==> src/rtl/bcd_to_signed_bin_pkg.sv <==
// bcd_to_signed_bin_pkg: shared types and range constants for the decimal <-> binary paths.
package bcd_to_signed_bin_pkg;
   typedef enum logic [1:0] {IDLE, ACCUM, FINISH} state_t;
   localparam int BCD_MAX = 9;
   localparam int DISPLAY_DIGITS = 4;
   localparam int VAL_WIDTH = 17;
endpackage

==> src/rtl/bcd_to_signed_bin_if.sv <==
// bcd_to_signed_bin_if: start/done request bus carrying BCD digits in and a signed value out.
interface bcd_to_signed_bin_if #(
   parameter int NUM_DIGITS = bcd_to_signed_bin_pkg::DISPLAY_DIGITS,
   parameter int WIDTH = bcd_to_signed_bin_pkg::VAL_WIDTH
);
   logic start;
   logic [4*NUM_DIGITS-1:0] digits;
   logic neg;
   logic busy;
   logic done;
   logic [WIDTH-1:0] val;
   logic err;
   modport master (output start, digits, neg, input busy, done, val, err);
   modport slave (input start, digits, neg, output busy, done, val, err);
endinterface

==> src/rtl/bcd_to_signed_bin_mac10.sv <==
// bcd_mac10: combinational acc*10 + digit, flagging digits outside 0..9.
module bcd_mac10 import bcd_to_signed_bin_pkg::*; #(
   parameter int AW = VAL_WIDTH - 1
) (
   input  logic [AW-1:0] acc,
   input  logic [3:0]    digit,
   output logic [AW-1:0] sum,
   output logic          bad
);
   assign sum = (acc << 3) + (acc << 1) + AW'(digit);
   assign bad = digit > 4'(BCD_MAX);
endmodule

==> src/rtl/bcd_to_signed_bin.sv <==
// bcd_to_signed_bin: sequential BCD-to-signed-binary converter, one digit per clock, MS digit first.
module bcd_to_signed_bin import bcd_to_signed_bin_pkg::*; #(
   parameter int NUM_DIGITS = DISPLAY_DIGITS,
   parameter int WIDTH = VAL_WIDTH
) (
   input logic clk,
   input logic rst,
   bcd_to_signed_bin_if.slave b
);
   localparam int IW = NUM_DIGITS > 1 ? $clog2(NUM_DIGITS) : 1;
   localparam int AW = WIDTH - 1;
   state_t state_q, state_d;
   logic [AW-1:0] acc_q, acc_d, mac_sum;
   logic [IW-1:0] idx_q, idx_d;
   logic [4*NUM_DIGITS-1:0] dig_q, dig_d;
   logic neg_q, neg_d, bad_q, bad_d, busy_q, busy_d, done_q, done_d, err_q, err_d;
   logic [WIDTH-1:0] val_q, val_d, mag;
   logic [3:0] cur;
   logic cur_bad;
   assign cur = 4'(dig_q >> {idx_q, 2'b00});
   assign mag = {1'b0, acc_q};
   bcd_mac10 #(.AW(AW)) u_mac (.acc(acc_q), .digit(cur), .sum(mac_sum), .bad(cur_bad));
   always_comb begin
      state_d = state_q;
      acc_d = acc_q;
      idx_d = idx_q;
      dig_d = dig_q;
      neg_d = neg_q;
      bad_d = bad_q;
      busy_d = busy_q;
      done_d = 1'b0;
      val_d = val_q;
      err_d = err_q;
      case (state_q)
         IDLE: if (b.start) begin
            state_d = ACCUM;
            dig_d = b.digits;
            neg_d = b.neg;
            acc_d = '0;
            idx_d = IW'(NUM_DIGITS - 1);
            bad_d = 1'b0;
            busy_d = 1'b1;
         end
         ACCUM: begin
            acc_d = mac_sum;
            bad_d = bad_q | cur_bad;
            idx_d = idx_q - 1'b1;
            state_d = idx_q == '0 ? FINISH : ACCUM;
         end
         FINISH: begin
            // an illegal digit anywhere discards the whole entry, sign included
            val_d = bad_q ? '0 : (neg_q ? -mag : mag);
            err_d = bad_q;
            done_d = 1'b1;
            busy_d = 1'b0;
            state_d = IDLE;
         end
         default: state_d = IDLE;
      endcase
   end
   always_ff @(posedge clk or posedge rst) begin
      if (rst) begin
         state_q <= IDLE;
         acc_q <= '0;
         idx_q <= '0;
         dig_q <= '0;
         neg_q <= 1'b0;
         bad_q <= 1'b0;
         busy_q <= 1'b0;
         done_q <= 1'b0;
         val_q <= '0;
         err_q <= 1'b0;
      end else begin
         state_q <= state_d;
         acc_q <= acc_d;
         idx_q <= idx_d;
         dig_q <= dig_d;
         neg_q <= neg_d;
         bad_q <= bad_d;
         busy_q <= busy_d;
         done_q <= done_d;
         val_q <= val_d;
         err_q <= err_d;
      end
   end
   assign b.busy = busy_q;
   assign b.done = done_q;
   assign b.val = val_q;
   assign b.err = err_q;
endmodule
==> src/flat_wrapper.sv <==
// flat-port wrapper written by rule: the top's interface ports become plain ports
module bcd_to_signed_bin_flat import bcd_to_signed_bin_pkg::*;
#(
   parameter int NUM_DIGITS = DISPLAY_DIGITS,
   parameter int WIDTH = VAL_WIDTH
)
  (clk, rst, b_start, b_digits, b_neg, b_busy, b_done, b_val, b_err);
  bcd_to_signed_bin_if #(.NUM_DIGITS(NUM_DIGITS), .WIDTH(WIDTH)) b_i ();
  input logic clk;
  input logic rst;
  input wire logic [$bits(b_i.start)-1:0] b_start;
  input wire logic [$bits(b_i.digits)-1:0] b_digits;
  input wire logic [$bits(b_i.neg)-1:0] b_neg;
  output wire logic [$bits(b_i.busy)-1:0] b_busy;
  output wire logic [$bits(b_i.done)-1:0] b_done;
  output wire logic [$bits(b_i.val)-1:0] b_val;
  output wire logic [$bits(b_i.err)-1:0] b_err;
  assign b_i.start = b_start;
  assign b_i.digits = b_digits;
  assign b_i.neg = b_neg;
  assign b_busy = b_i.busy;
  assign b_done = b_i.done;
  assign b_val = b_i.val;
  assign b_err = b_i.err;
  bcd_to_signed_bin #(.NUM_DIGITS(NUM_DIGITS), .WIDTH(WIDTH)) u_core (.clk(clk), .rst(rst), .b(b_i));
endmodule
==> config.mk <==
export PLATFORM = sky130hd
export DESIGN_NAME = bcd_to_signed_bin_flat
export DESIGN_NICKNAME = d
export VERILOG_FILES = /design/src/rtl/bcd_to_signed_bin_pkg.sv /design/src/rtl/bcd_to_signed_bin_if.sv /design/src/rtl/bcd_to_signed_bin_mac10.sv /design/src/rtl/bcd_to_signed_bin.sv /design/src/flat_wrapper.sv
export SDC_FILE = /design/constraint.sdc
export NUM_CORES = 1
export LEC_CHECK = 0
export BUFFER_PORTS_ARGS = -buffer_cell sky130_fd_sc_hd__buf_2
export CORE_MARGIN = 10
export CORE_UTILIZATION = 40
export DETAILED_ROUTE_END_ITERATION = 16
export GPL_TIMING_DRIVEN = 0
export PLACE_DENSITY = 0.61
export SYNTH_ARGS = -nofsm -noshare
export SYNTH_HDL_FRONTEND = slang
export SYNTH_SLANG_ARGS = --single-unit
==> constraint.sdc <==
create_clock -name clk -period 3.5 [get_ports clk]
set_input_delay 0.175 -clock clk [delete_from_list [all_inputs] [get_ports clk]]
set_output_delay 0.175 -clock clk [all_outputs]
set_load 0.05 [all_outputs]
==> results.py <==
metrics = {
    "placement": {
        "place_ws_ns": -0.0459,
        "io_buffers": 39,
        "dp_hpwl_um": 6010,
        "gp_congestion": 0.856,
        "dpl_cell_area_um2": 3790,
    },
    "die": {
        "top_level_ports": 40,
        "die_x_um": 113,
        "core_um2": 8300,
        "initial_core_util_pct": 41.5,
        "fp-row-count": 33,
        "die_area_um2": 12700,
        "fp.dieH_um": 113,
    },
    "sta": {
        "period_share_pct": 93.9,
        "relSlewSlack_pct": 33.6,
        "setup_viol": 0,
        "rsz0062_at_grt": "false",
        "whs_ns": 0.0670,
        "finalClockSkew_ns": 0.0112,
        "fmax_ghz": 0.304,
        "tns_ns": 0,
        "worstMarginPinSlew_ns": 0.994,
        "layout_setup_ws_ns": 0.213,
        "min_period_ns": 3.29,
        "slew_violations": 0,
        "hold_viol": 0,
    },
    "worst_hold_path": {
        "holdPathEnd": "u_core.dig_q[6]",
        "hp-class": "primary input to register",
        "hold-path-cell-count": 2,
        "hp-start": "b_digits[6]",
    },
    "clock_network": {
        "cts_tree": "built",
        "cts_sinks": 58,
        "cts-htree-levels": 3,
        "post_cts_buffers": 0,
        "cts-root-buf": "clkbuf_8",
        "clk_latency_ns": 0.34,
        "clk_pin_slew_worst_paths_ns": 0.07,
        "clockBufferDepth": 2,
        "cts_made_buffers": 9,
    },
    "synthesis": {
        "synth_xor_area_share_pct": 5.59,
        "synth_flop_cell": "dfrtp_1",
        "synthCells": 334,
        "synth_area_um2": 3450,
        "synth-seq-cells": 58,
        "synth-simple-area-share_pct": 12.5,
        "synth_top_family_by_area": "compound AO/OA/AOI/OAI gates",
        "synth_cell_type_count": 51,
        "synth.largest_area_cell": "dfrtp_1",
        "synth_edf_count": 0,
        "synth_area_leaders": "dfrtp_1 (42%), ha_1 (10%), mux2_2 (5.6%), nand2_1 (4.8%), xor2_1 (4.1%)",
        "synth_area_per_cell_um2": 10.3,
        "synthesis.nets": 384,
        "synth_top_area_share_pct": 42.1,
        "muxShareOfSynthArea_pct": 9.33,
        "synth-async-reset-ratio_pct": 100,
        "synth_compound_gate_area_share_pct": 15.8,
        "yosysWarnings": 0,
        "synth_fa_ha_area_share_pct": 11.3,
        "ys_seq_area_share_pct": 42.1,
    },
    "global_routing": {
        "grt-ovfl-total": 0,
        "grt_pass1_vias": 2763,
        "grt_max_degree": 40,
        "antenna_found_initial": 0,
        "grt_pass1_wl_um": 13700,
        "grt_use_total_pct": 12.9,
    },
    "critical_path": {
        "path_max_fanout": 7,
        "worst_path_most_repeated_cell": "ha_1",
        "r2r_cells": 9,
        "crit_family": "compound AO/OA/AOI/OAI gates",
        "crit_slowest_cell": "mux4_2",
        "timing.rr.start": "u_core.idx_q[0]",
        "cp_slowest_stage_delay_ns": 0.56,
        "end_kind": "register",
        "cp-start-kind": "register",
        "rr_endpoint": "u_core.acc_q[12]",
        "reg2reg_slack_ns": 0.21,
        "crit_type": "register to register",
        "critPathBufInv": 0,
        "critical_path_arrival_ns": 3.49,
        "cp.required_ns": 3.70,
        "cp_cell_sequence": "mux4_2 -> ha_1 -> ha_1 -> fa_1 -> a21o_1 -> a221o_1 -> a21oi_1 -> o211a_1 -> o211ai_1",
    },
    "drt": {
        "ant_nets": 0,
        "dr.pass1.iters": 4,
        "drc": 0,
        "vias_per_cell": 5.33,
        "post_drt_wl_per_cell_um": 16.0,
        "wl_um": 7920,
        "drt_iter0_drc": 84,
        "vias": 2636,
    },
    "run": {
        "maxCapViolations": 0,
    },
    "cells_and_area": {
        "design_area_um2": 4040,
        "layout-drive-gt1-share_pct": 21.3,
        "antenna_cells": 0,
        "fin_nets": 435,
        "fill_cells": 783,
        "synthToLayoutAreaGrowth_pct": 17.4,
    },
    "run_status": {
        "status": "completed",
    },
}
[cell usage in the layout (no fill, tap or decap), types with 4 or more instances in the layout]
cell	synthesis	routed
a21o_1	6	6
ha_1	28	28
nand2_1	44	44
nor2_1	9	9
mux2i_1	4	4
clkbuf_8	0	10
clkbuf_1	15	16
a22o_1	4	4
nand3_1	5	5
a21oi_1	11	11
mux2_2	17	17
nand2b_1	5	5
o21ai_0	27	27
dfrtp_1	58	57
buf_2	2	41
xnor2_1	6	6
xor2_1	16	16
o31ai_1	10	10
inv_1	13	12
and3_1	6	6
mux4_2	4	4
[state kept, by name, indices dropped and copies added (netlist names)]
register        flops
u_core.acc_q       16
u_core.b.busy       1
u_core.b.done       1
u_core.b.err        1
u_core.b.val       17
u_core.bad_q        1
u_core.dig_q       16
u_core.idx_q        2
u_core.neg_q        1
u_core.state_q      2
[logic make-up after synthesis]
kind of cell | Yosys count
AO/OA/AOI/OAI | 82
XOR/XNOR | 22
multiplexers | 25
AND/OR/NAND/NOR | 87
adder cells (fa/ha/maj) | 30
flip-flops | 58
buffers and inverters | 30
[worst max path at each step]
| stage | startpoint | end | slack [ns] | depth (start not counted) |
|---|---|---|---|---|
| 2_1_floorplan | u_core.idx_q[0] | u_core.acc_q[12] | 0.31 | 10 |
| 3_3_place_gp | u_core.idx_q[0] | u_core.acc_q[12] | -0.03 | 10 |
| 3_5_place_dp | u_core.idx_q[0] | u_core.acc_q[12] | -0.05 | 10 |
| 4_1_cts | u_core.idx_q[0] | u_core.acc_q[12] | 0.11 | 9 |
| 5_1_grt | u_core.idx_q[0] | u_core.acc_q[12] | 0.1 | 9 |
| 6_report | u_core.idx_q[0] | u_core.acc_q[12] | 0.21 | 9 |
[final cells by class]
class	instances	area, um^2	area share, %
well taps	105	131	3.25
flip-flops and latches	58	1450	35.9
repair buffers	41	225	5.57
plain buffers	16	62.6	1.55
clock inverters	4	98.8	2.44
inverters	13	48.8	1.21
multi-input cells	246	1880	46.5
clock buffers	12	145	3.59
[layer usage]
metal / share of wire (%) / wire length (um) / track usage [%] / vias to the layer above
met5: 0 / 0 / 0 / -
met4: 2.1 / 169 / 5.16 / 0
met3: 4.8 / 376 / 3.59 / 12
met2: 46 / 3660 / 20.8 / 50
met1: 47 / 3710 / 16.0 / 1264
li1: - / - / - / 1310
[synthesized netlist by cell type (2+ instances only)]
| library cell | instances |
|---|---|
| a21oi_1 | 11 |
| xor2_1 | 16 |
| and3_1 | 6 |
| nand3_1 | 5 |
| a21o_1 | 6 |
| o311ai_0 | 2 |
| buf_2 | 2 |
| nor3b_1 | 3 |
| a22oi_1 | 2 |
| mux4_2 | 4 |
| mux2_2 | 17 |
| a22o_1 | 4 |
| o31ai_1 | 10 |
| fa_1 | 2 |
| inv_1 | 13 |
| clkbuf_1 | 15 |
| o211a_1 | 2 |
| nor3_1 | 3 |
| nand2b_1 | 5 |
| nand4b_1 | 3 |
| nand2_1 | 44 |
| o211ai_1 | 2 |
| nor2b_1 | 2 |
| o21ai_0 | 27 |
| o21bai_1 | 2 |
| nor2_1 | 9 |
| ha_1 | 28 |
| dfrtp_1 | 58 |
| xnor2_1 | 6 |
| mux2i_1 | 4 |
[timing repair]
| item | in CTS | in global routing |
|---|---|---|
| resized for setup | 0 | 1 |
| endpoints found under the hold margin | 19 | 0 |
| hold buffers | 1 | 0 |
| setup endpoints to repair | 2 | 2 |
[per-stage QoR]
step,util (%),std cells
floorplan,-,334
CTS,48.7,495
detailed placement,45.7,479
global route,48.7,495
finish,48.7,495
global placement,45.5,478
Power is left out: the tool's default activity adds up to more than one toggle a clock period on the data nets, which glitch-free logic cannot reach.
